`src/rtl/qa_drv_fifo_to_host.sv`:
```
// rtl/qa_drv_fifo_to_host.sv - packs outbound UMF chunks into cache lines for the FPGA-to-host ring
// Optional idle flush of partial lines: define QA_DRV_FIFO_TO_HOST_IDLE_FLUSH_EN.
module qa_drv_fifo_to_host #(
  parameter int UMF_WIDTH         = 128,
  parameter int LINE_WIDTH        = 512,
  parameter int N_RING_IDX_BITS   = 13,
  parameter int MAX_OUTSTANDING   = 32,
  parameter int IDLE_FLUSH_CYCLES = 64
) (
  input  logic                       clk,
  input  logic                       resetb,
  input  logic [UMF_WIDTH-1:0]       tx_data,
  input  logic                       tx_eom,
  input  logic                       tx_enable,
  output logic                       tx_rdy,
  input  logic [57:0]                buffer_base_addr,
  output logic                       wr_req,
  output logic [57:0]                wr_addr,
  output logic [LINE_WIDTH-1:0]      wr_data,
  input  logic                       wr_grant,
  input  logic                       wr_ack,
  input  logic [N_RING_IDX_BITS-1:0] oldest_consumed_idx,
  output logic [N_RING_IDX_BITS-1:0] newest_write_line_idx
);

  localparam int CPL   = LINE_WIDTH / UMF_WIDTH;
  localparam int S_W   = $clog2(CPL);
  localparam int OUT_W = $clog2(MAX_OUTSTANDING + 1);
  localparam logic [S_W-1:0]   LAST_SLOT = S_W'(CPL - 1);
  localparam logic [OUT_W-1:0] MAX_OUT   = OUT_W'(MAX_OUTSTANDING);

  if (CPL < 2 || (LINE_WIDTH % UMF_WIDTH) != 0 || UMF_WIDTH < 17 ||
      MAX_OUTSTANDING < 1 || IDLE_FLUSH_CYCLES < 1) begin : g_bad_cfg
    $error("qa_drv_fifo_to_host: unsupported parameter combination");
  end

  typedef enum logic {FILL, REQ} state_t;

  state_t                        state;
  logic [S_W-1:0]                s;
  logic [S_W-1:0]                s_inc;
  logic [CPL-1:0][UMF_WIDTH-1:0] line_q;
  logic [N_RING_IDX_BITS-1:0]    next_idx;
  logic [N_RING_IDX_BITS-1:0]    next_idx_inc;
  logic [OUT_W-1:0]              outstanding;
  logic [OUT_W-1:0]              out_next;
  logic                          sc_full;
  logic                          ring_full;
  logic                          accept;
  logic                          granted;
  logic                          acked;
  logic                          close_line;

  function automatic logic [UMF_WIDTH-1:0] make_hdr(input logic [S_W-1:0] n, input logic eom);
    make_hdr        = '0;
    make_hdr[15:0]  = 16'(n);
    make_hdr[16]    = eom;
  endfunction

  assign s_inc        = s + 1'b1;
  assign next_idx_inc = next_idx + 1'b1;
  assign sc_full      = (state == FILL) && (s == LAST_SLOT);
  // One ring slot always stays empty so full and empty are distinguishable.
  assign ring_full    = (next_idx_inc == oldest_consumed_idx);
  assign tx_rdy       = resetb && (state == FILL) && !sc_full;
  assign wr_req       = resetb && (state == REQ) && !ring_full && (outstanding < MAX_OUT);
  assign accept       = tx_enable && tx_rdy;
  assign granted      = wr_grant && wr_req;
  assign acked        = wr_ack && (outstanding != '0);
  assign close_line   = (s_inc == LAST_SLOT) || tx_eom;
  assign wr_addr      = buffer_base_addr + 58'(next_idx);
  assign wr_data      = line_q;

  always_comb begin
    out_next = outstanding;
    if (granted && !acked)      out_next = outstanding + 1'b1;
    else if (!granted && acked) out_next = outstanding - 1'b1;
  end

`ifdef QA_DRV_FIFO_TO_HOST_IDLE_FLUSH_EN
  localparam int IDLE_W = $clog2(IDLE_FLUSH_CYCLES + 1);
  localparam logic [IDLE_W-1:0] IDLE_MAX = IDLE_W'(IDLE_FLUSH_CYCLES);

  logic [IDLE_W-1:0] idle_cnt;
  logic              idle_flush;

  assign idle_flush = (state == FILL) && (s != '0) && (idle_cnt == IDLE_MAX);

  always_ff @(posedge clk) begin
    if (!resetb || accept || granted) idle_cnt <= '0;
    else if (state == FILL && s != '0 && idle_cnt != IDLE_MAX) idle_cnt <= idle_cnt + 1'b1;
  end
`else
  logic idle_flush;
  assign idle_flush = 1'b0;
`endif

  always_ff @(posedge clk) begin
    if (!resetb) begin
      state                 <= FILL;
      s                     <= '0;
      line_q                <= '0;
      next_idx              <= '0;
      outstanding           <= '0;
      newest_write_line_idx <= '0;
    end else begin
      outstanding <= out_next;
      // Commit point only advances once every granted line has been acknowledged.
      if (out_next == '0) newest_write_line_idx <= next_idx;
      case (state)
        FILL: begin
          if (accept) begin
            line_q[s_inc] <= tx_data;
            s             <= s_inc;
            if (close_line) begin
              line_q[0] <= make_hdr(s_inc, tx_eom);
              state     <= REQ;
            end
          end else if (idle_flush) begin
            line_q[0] <= make_hdr(s, 1'b0);
            state     <= REQ;
          end
        end
        REQ: begin
          if (granted) begin
            next_idx <= next_idx_inc;
            line_q   <= '0;
            s        <= '0;
            state    <= FILL;
          end
        end
        default: state <= FILL;
      endcase
    end
  end

  a_tx_enable_when_ready: assert property (@(posedge clk) disable iff (!resetb) tx_enable |-> tx_rdy)
    else $fatal(1, "qa_drv_fifo_to_host: tx_enable while tx_rdy is low");
  a_grant_with_req: assert property (@(posedge clk) disable iff (!resetb) wr_grant |-> wr_req)
    else $fatal(1, "qa_drv_fifo_to_host: wr_grant without wr_req");
  a_ack_with_outstanding: assert property (@(posedge clk) disable iff (!resetb) wr_ack |-> (outstanding != '0))
    else $fatal(1, "qa_drv_fifo_to_host: wr_ack with nothing outstanding");

endmodule

```
`config.mk`:
```
export PLATFORM = sky130hd
export DESIGN_NAME = qa_drv_fifo_to_host
export DESIGN_NICKNAME = d
export VERILOG_FILES = /design/src/rtl/qa_drv_fifo_to_host.sv
export SDC_FILE = /design/constraint.sdc
export NUM_CORES = 1
export LEC_CHECK = 0
export CORE_AREA = 2 2 304 306
export CTS_BUF_LIST = sky130_fd_sc_hd__clkbuf_8
export CTS_CLUSTER_SIZE = 12
export DETAILED_ROUTE_END_ITERATION = 8
export DIE_AREA = 0 0 306 308
export SETUP_SLACK_MARGIN = 0.02
export SLEW_MARGIN = 20
export SYNTH_ARGS = -nofsm -noshare
export SYNTH_HDL_FRONTEND = slang
export SYNTH_SLANG_ARGS = --single-unit
```
`constraint.sdc`:
```
create_clock -name clk -period 6.7 [get_ports clk]
set_clock_uncertainty 0.05 [all_clocks]
set_input_delay 1.675 -clock clk [delete_from_list [all_inputs] [get_ports clk]]
set_output_delay 1.675 -clock clk [all_outputs]
set_load 0.02 [all_outputs]
```
==> results_dict.tcl <==
set metrics [dict create \
    period_minus_slack_ps 6570 \
    synthFlopType "dfxtp_1" \
    ys_types 56 \
    drcViolationCount 0 \
    ys_top_cells_by_count "dfxtp_1, nor2b_1, a22oi_1" \
    nets 3212 \
    status "finished clean" \
    antenna_left 0 \
    slowest_delay_ps 430 \
    slew-limit-headroom_pct 14.1 \
    vias_per_cell 4.71 \
    cts_buffer_depth 3 \
    synth_most_common_cell "dfxtp_1" \
    stdcell_area_sq_mm 0.0333 \
    synth_largest_area_cell "dfxtp_1" \
    grt_max_degree 263 \
    hold_path.class "reg2reg" \
    peakVddDrop_v 0.000159 \
    dieArea_sq_mm 0.0942 \
    htreeDepth 3 \
    fillCellCount 9218 \
    cts_tree "built" \
    endpoint_kind "output port" \
    worstMarginPinSlew_ps 1290 \
    path_max_fanout 6 \
    routedWlPerCell_um 21.8 \
    crit_slowest_cell "o41a_1" \
    multiInputGateArea_sq_mm 0.0101 \
    syn_avg_cell_area_sq_um 9.85 \
    clockRootBuffer "clkbuf_8" \
    grt_usage_pct 18.6 \
    finalSetupTns_ps 0 \
    period_share_pct 98.0 \
    setup_ws_ps 134 \
    crit_required_ps 4970 \
    num_rows 111 \
    p_clk_share_pct 41.5 \
    dpl_cell_area_sq_mm 0.0312 \
    maxCapViolCount 0 \
    slew_viol_final 0 \
    port_buffers 789 \
    finalSetupViolations 0 \
    fin_cells 4245 \
    dr_total_vias 19989 \
    post-dp-hpwl_mm 63.4 \
    crit_top_cell "buf_4" \
    yosys_warnings 0 \
    p_seq_share_pct 44.2 \
    cts_sinks 547 \
    syn-cell-area_sq_mm 0.0217 \
    leakage_nw 11.3 \
    ys_seq_area_share_pct 50.4 \
    cts_made_buffers 97 \
    drt_first_pass_iters 5 \
    synthCells 2205 \
    start_kind "input port" \
    dp_slack_ps -568 \
    seq_area_sq_mm 0.0110 \
    power_frac_comb_pct 14.4 \
    boundaryPins 790 \
    routed_wl_mm 92.5 \
    grt_first_pass_wirelength_mm 133 \
    synth-edff-count 0 \
    ys_top_cells_by_area "dfxtp_1, a22oi_1, nor2b_1, clkbuf_1, xnor2_1" \
    syn_to_final_growth_pct 53.1 \
    path_cells "clkdlybuf4s50_1, ha_1, nor2b_1, o21ai_1, a21boi_1, o21ai_1, a21boi_2, o2111ai_2, a21boi_1, buf_4, buf_6, o41a_1, buf_4, buf_12, and4b_1, xor2_1, buf_4" \
    p_switching_w 0.00210 \
    crit_type "in2out" \
    gp_congestion 0.900 \
    core-area_sq_mm 0.0910 \
    power.density_mw_per_mm2 231 \
    cts_hold_buf 0 \
    grt_overflow 0 \
    synth_nets 2433 \
    layout-drive-gt1-share_pct 9.06 \
    dp.cells 4067 \
    drt_iter0_drc 1236 \
    clock_latency_ps 710 \
    dieWidth_um 306 \
    synth_top_area_share_pct 50.4 \
    synth-seq-cells 547 \
    p_sw_share_pct 27.4 \
    hold_viol_final 0 \
    fp.dieH_um 308 \
    antenna_found_initial 4 \
    start_util_pct 23.9 \
    grt_pass1_vias 19484 \
    clk_pin_slew_worst_paths_ps 50 \
    p_int_w 0.00556 \
    fmax_ghz 0.152 \
    cp.arrival_ps 4840 \
    power.total_w 0.00767 \
    async_flop_share_pct 0 \
]
routing by layer:
layer	vias to the layer above	global-route usage, %	share of wire (%)
li1	9381	-	-
met1	9650	20.9	39
met2	783	31.6	48
met3	175	6.09	8.0
met4	0	8.96	4.5
met5	-	0	0
cell usage in the layout (no fill, tap or decap), types with 6 or more instances in the layout:
cell             instances
o21ai_0                 10
a31oi_1                  6
nor2b_1                517
a21oi_1                  7
clkinv_2                 9
nand4_1                 10
buf_2                   11
buf_12                  13
and3_1                  19
a22oi_1                509
inv_1                   49
ha_1                    21
nand2_1                 67
clkbuf_8               126
nand3_1                 33
nor2_1                  35
and2_1                  23
xnor2_1                 61
mux2i_1                 21
xor2_1                  19
dfxtp_1                547
dlymetal6s2s_1          10
nor4_2                   6
clkdlybuf4s50_1        753
buf_4                   69
what timing repair did:
item,4_1_cts,5_1_grt
pin swaps,2,11
gates resized for setup,97,34
cloned,0,1
setup buffers,0,4
endpoints found under the setup margin,44,44
sequential cells by signal, indices dropped and copies added (netlist names):
register / count
wr_data: 512
newest_write_line_idx: 13
state: 1
s: 2
outstanding: 6
next_idx: 13
cell families after synthesis:
family / Yosys count / share of synthesized area [%]
and+or+nand+nor: 747 / 20.3
AOI/OAI and AO/OA: 572 / 19.6
DFF: 547 / 50.4
buffers and inverters: 213 / 3.92
xor gates and xnor gates: 81 / 3.27
adders and majority gates: 23 / 1.36
muxes: 22 / 1.07
critical path, delay by kind of cell:
kind | cells | cell delay (ps)
compound gates | 7 | 1300
xor+xnor | 1 | 140
simple gates | 2 | 310
fa+ha+maj | 1 | 290
buf+inv | 6 | 1120
through the flow:
stage	hold WS (ps)	util [%]
floorplan	441	-
CTS	407	36.4
finish	403	36.6
global route	423	36.6
global placement	395	34.3
detailed placement	399	34.3
worst paths after layout:
kind	endpoint	slack, ps	cells after the start	from
setup / recovery	wr_addr[56]	130	17	buffer_base_addr[2]
hold / removal	newest_write_line_idx[1]	400	2	newest_write_line_idx[1]
setup reg to reg	wr_data[3]	2530	13	next_idx[0]
hold reg to reg	newest_write_line_idx[1]	400	2	newest_write_line_idx[1]
power by group through the flow:
stage / Combinational [W] / Clock (W) / Sequential [W]
after detailed placement: 0.00112 / 0 / 0.00345
after global routing: 0.00118 / 0.00343 / 0.00340
after CTS: 0.00111 / 0.00330 / 0.00339
final: 0.00110 / 0.00318 / 0.00339
after global placement: 0.00112 / 0 / 0.00345
after floorplan: 0.000527 / 0 / 0.00352
final cells by class:
type / count / share of cell area, %
Antenna cell: 3 / 0.0226
Clock buffer: 126 / 5.21
Clock inverter: 45 / 0.756
Inverter: 22 / 0.248
Multi-Input combinational cell: 1445 / 30.3
Sequential cell: 547 / 32.9
Tap cell: 1186 / 4.46
Timing Repair Buffer: 871 / 26.0
Power figures use the tool's default switching activity.
